<file path="config.mk">
export PLATFORM = sky130hd
export DESIGN_NAME = gray_cnt
export DESIGN_NICKNAME = d
export VERILOG_FILES = /design/src/rtl/gray_cnt.sv
export SDC_FILE = /design/constraint.sdc
export NUM_CORES = 1
export LEC_CHECK = 0
export ABC_AREA = 1
export BUFFER_PORTS_ARGS = -buffer_cell sky130_fd_sc_hd__buf_4
export CELL_PAD_IN_SITES_DETAIL_PLACEMENT = 2
export CELL_PAD_IN_SITES_GLOBAL_PLACEMENT = 2
export CORE_UTILIZATION = 29
export DETAILED_ROUTE_END_ITERATION = 8
export PLACE_DENSITY = 0.79
export RECOVER_POWER = 50
export SYNTH_ARGS = -nofsm -noshare
export SYNTH_HDL_FRONTEND = slang
export SYNTH_SLANG_ARGS = --single-unit
</file>
<file path="constraint.sdc">
create_clock -name clk -period 2.87 [get_ports clk]
set_input_delay 0 -clock clk [delete_from_list [all_inputs] [get_ports clk]]
set_output_delay 0 -clock clk [all_outputs]
set_load 0.05 [all_outputs]
</file>
<file path="src/rtl/gray_cnt.sv">
// ---------------------------------------------------------------------------
// gray_cnt -- registered up/down Gray-code counter
//
// Keeps a binary count internally and registers its Gray encoding on the same
// edge, so `gray` always encodes the current count and moves one bit per step.
// A synchronous binary load overrides counting. `wrap` pulses for one cycle
// on every edge where the count rolls over (all-ones -> 0 going up,
// 0 -> all-ones going down).
//
// Ports:
//   clk       in   rising-edge clock
//   rst       in   asynchronous, active-high reset (clears count, gray, wrap)
//   en        in   count enable, one step per cycle while high
//   up        in   direction: 1 = increment, 0 = decrement
//   load      in   synchronous load strobe, highest priority
//   load_val  in   binary value to load
//   gray      out  registered Gray code of the count (feeds g2b)
//   wrap      out  registered one-cycle wrap pulse
// ---------------------------------------------------------------------------
module gray_cnt #(
    parameter int WIDTH = 4
) (
    input  logic             clk,
    input  logic             rst,
    input  logic             en,
    input  logic             up,
    input  logic             load,
    input  logic [WIDTH-1:0] load_val,
    output logic [WIDTH-1:0] gray,
    output logic             wrap
);

    localparam logic [WIDTH:0] ONE = (WIDTH + 1)'(1);

    logic [WIDTH-1:0] cnt;
    logic [WIDTH-1:0] next_cnt;
    logic             next_wrap;
    logic [WIDTH:0]   inc_ext;
    logic [WIDTH:0]   dec_ext;

    function automatic logic [WIDTH-1:0] bin_to_gray(input logic [WIDTH-1:0] b);
        return b ^ (b >> 1);
    endfunction

    // One extra bit on the sum/difference captures the carry or borrow; the
    // low WIDTH bits are the modulo result and the top bit flags the wrap.
    assign inc_ext = {1'b0, cnt} + ONE;
    assign dec_ext = {1'b0, cnt} - ONE;

    always_comb begin
        next_cnt  = cnt;
        next_wrap = 1'b0;
        if (load) begin
            next_cnt = load_val;
        end else if (en) begin
            if (up) begin
                next_cnt  = inc_ext[WIDTH-1:0];
                next_wrap = inc_ext[WIDTH];
            end else begin
                next_cnt  = dec_ext[WIDTH-1:0];
                next_wrap = dec_ext[WIDTH];
            end
        end
    end

    // gray is encoded from next_cnt rather than cnt so it never lags the count.
    always_ff @(posedge clk or posedge rst) begin
        if (rst) begin
            cnt  <= '0;
            gray <= '0;
            wrap <= 1'b0;
        end else begin
            cnt  <= next_cnt;
            gray <= bin_to_gray(next_cnt);
            wrap <= next_wrap;
        end
    end

endmodule
</file>
==> impl_metrics.json <==
{
  "pin_count": 14,
  "diodes": 0,
  "pwr_density_cell_nw_per_um2": 555.1,
  "synth-warning-count": 0,
  "slowest_stage": "dfrtp_1",
  "dpl.hpwl_um": 1081,
  "drc": 0,
  "place_area_um2": 644.4,
  "end_kind": "flip-flop",
  "fmax_ghz": 0.6817,
  "worstSkewPairLatency_ns": 0.25,
  "grt_overflow": 0,
  "final_util_pct": 39.35,
  "rows": 15,
  "period_minus_slack_ns": 1.467,
  "die_x_um": 44.77,
  "worst_pin_slew_ns": 0.5929,
  "mostFrequentLayoutCells": "nand2_1 (12), buf_4 (10), inv_1 (9)",
  "io_buffers": 13,
  "syn_area_um2": 530.5,
  "crit_chain": "inv_1, ha_1, xnor2_1, o21ai_2, nand2_2, xor2_1",
  "cts_max_path_buffers": 2,
  "cp_top_family": "flip-flops",
  "worst-setup-path-type": "flip-flop to flip-flop",
  "fp.dieArea_um2": 2004,
  "cts_root_buffer": "clkbuf_4",
  "hold_viol_final": 0,
  "grt_pass1_vias": 514,
  "wire_per_inst_um": 13.32,
  "first_iter_violations": 2,
  "final_cell_area_um2": 679.4,
  "crit_required_ns": 3.00,
  "place_ws_ns": 1.447,
  "ff2ff_setup_slack_ns": 1.40,
  "syn_avg_cell_area_um2": 8.038,
  "power_mw": 0.3771,
  "drive_gt1_share_pct": 30.49,
  "drtAntennaViolNets": 0,
  "slew_violations": 0,
  "core_area_um2": 1727,
  "crit_arrival_ns": 1.60,
  "critPathLaunchType": "flip-flop",
  "yosysUniqueCellTypes": 19,
  "chipHeight_um": 44.77,
  "maxSlewHeadroom_pct": 60.64,
  "cp_max_fo": 5,
  "cellLeakagePower_nw": 0.3400,
  "vdd_drop_max_v": 0.0002609,
  "synthCells": 66,
  "grt_max_degree": 9,
  "timing.final.crit_share_pct": 51.12,
  "grtUsageTotal_pct": 16.43,
  "clk_pin_slew_worst_paths_ns": 0.05,
  "num_vias": 485,
  "hp-class": "primary input to flip-flop",
  "nets": 95,
  "htreeDepth": 1,
  "start_util_pct": 30.72,
  "max_cap_viol_count": 0,
  "totalWireLength_um": 1425,
  "slowest_delay_ns": 0.44,
  "cts_tree": "built",
  "gp_congestion": 0.7090,
  "setup_viol": 0,
  "tns_ns": 0,
  "grt_pass1_wl_um": 2242,
  "layout_commonest_cell": "nand2_1",
  "area_growth_pct": 28.07,
  "nFillCells": 216,
  "worst-path-buf-inv": 1,
  "grt_setup_unrepaired": "no",
  "firstDrtPassIters": 3,
  "vias_per_cell": 4.533,
  "layout_setup_ws_ns": 1.403,
  "numCtsBuffers": 3,
  "antenna_found_initial": 0,
  "cts_num_sinks": 8,
  "syn-num-nets": 77,
  "fin_skew_ns": 0.005015,
  "synth-seq-cells": 8,
  "ys_seq_area_share_pct": 37.74,
  "status": "completed"
}
## through the flow
stage                     cells  hold slack, ns
after floorplan              66         -0.1843
after global placement      102        -0.03687
after detailed placement    102        -0.03494
after CTS                   107        0.003047
after global routing        107         0.01128
final                       107        0.001731
## Yosys cell counts
| cell | instances | share of area [%] |
|---|---|---|
| a21oi_2 | 2 | 3.3 |
| a31oi_1 | 2 | 2.4 |
| nor4_1 | 1 | 1.2 |
| nand3_1 | 6 | 5.7 |
| inv_2 | 2 | 1.4 |
| xnor2_1 | 2 | 3.3 |
| or2_0 | 1 | 1.2 |
| ha_1 | 2 | 4.7 |
| o21ai_1 | 2 | 1.9 |
| nand4_1 | 4 | 4.7 |
| nand3_2 | 2 | 3.8 |
| inv_1 | 9 | 6.4 |
| o21ai_2 | 1 | 1.7 |
| nor2_1 | 2 | 1.4 |
| nand2_2 | 4 | 4.7 |
| buf_4 | 2 | 2.8 |
| dfrtp_1 | 8 | 38 |
| xor2_1 | 2 | 3.3 |
| nand2_1 | 12 | 8.5 |
## worst register-to-register path: stages, from the launching register on
cell     delay, ns
dfrtp_1       0.44
inv_1         0.07
ha_1          0.30
xnor2_1       0.14
o21ai_2       0.14
nand2_2       0.09
xor2_1        0.16
## kinds of logic (layout without fill, tap and decap cells)
family | Yosys count | after routing | synth area share [%]
fa+ha+maj | 2 | 2 | 4.716
buf+inv | 13 | 29 | 10.61
simple gates | 32 | 32 | 31.13
flops | 8 | 8 | 37.74
compound gates | 7 | 7 | 9.199
xor+xnor | 4 | 4 | 6.605
## sequential cells by signal (all words and copies together), names as in the netlist
name	flops
cnt	4
gray	3
wrap	1
## layout make-up
cell class	instances	area, um^2	area share (%)
Timing Repair Buffer	15	110.1	16.21
Multi-Input combinational cell	45	274.0	40.33
Tap cell	25	31.28	4.604
Inverter	11	41.29	6.077
Clock buffer	3	22.52	3.315
Sequential cell	8	200.2	29.47
## where the power goes
part           total [mW]  switching (mW)  internal, mW
clock network      0.0835          0.0358        0.0477
registers           0.144          0.0142         0.130
logic               0.149           0.101        0.0489
total               0.377           0.151         0.227
## path summary, 6_finish.rpt
check                                    endpoint  cells past startpoint              from
worst max-delay path            gray[1]$_DFF_PP0_                      6  cnt[0]$_DFF_PP0_
worst min register to register  gray[2]$_DFF_PP0_                      4  cnt[3]$_DFF_PP0_
min in group asynchronous       gray[2]$_DFF_PP0_                      3               rst
worst min-delay path             cnt[3]$_DFF_PP0_                      3       load_val[3]
worst max register to register  gray[1]$_DFF_PP0_                      6  cnt[0]$_DFF_PP0_
max in group asynchronous       gray[1]$_DFF_PP0_                      3               rst
## per-layer routing
| metal | GRT usage, % | share of wire, % | up-vias | wire [um] |
|---|---|---|---|---|
| met2 | 26.76 | 52 | 11 | 743 |
| met5 | 0 | 0 | - | 0 |
| met3 | 7.600 | 4.6 | 0 | 65 |
| li1 | - | - | 247 | - |
| met1 | 20.10 | 43 | 227 | 616 |
| met4 | 3.030 | 0 | 0 | 0 |
## timing repair
action                                 CTS  global route
endpoints found under the hold margin    9             0
setup buffers                            0             0
resized for setup                        0             0
hold buffers                             2             0
No activity file was read; power rests on OpenSTA's default activity.
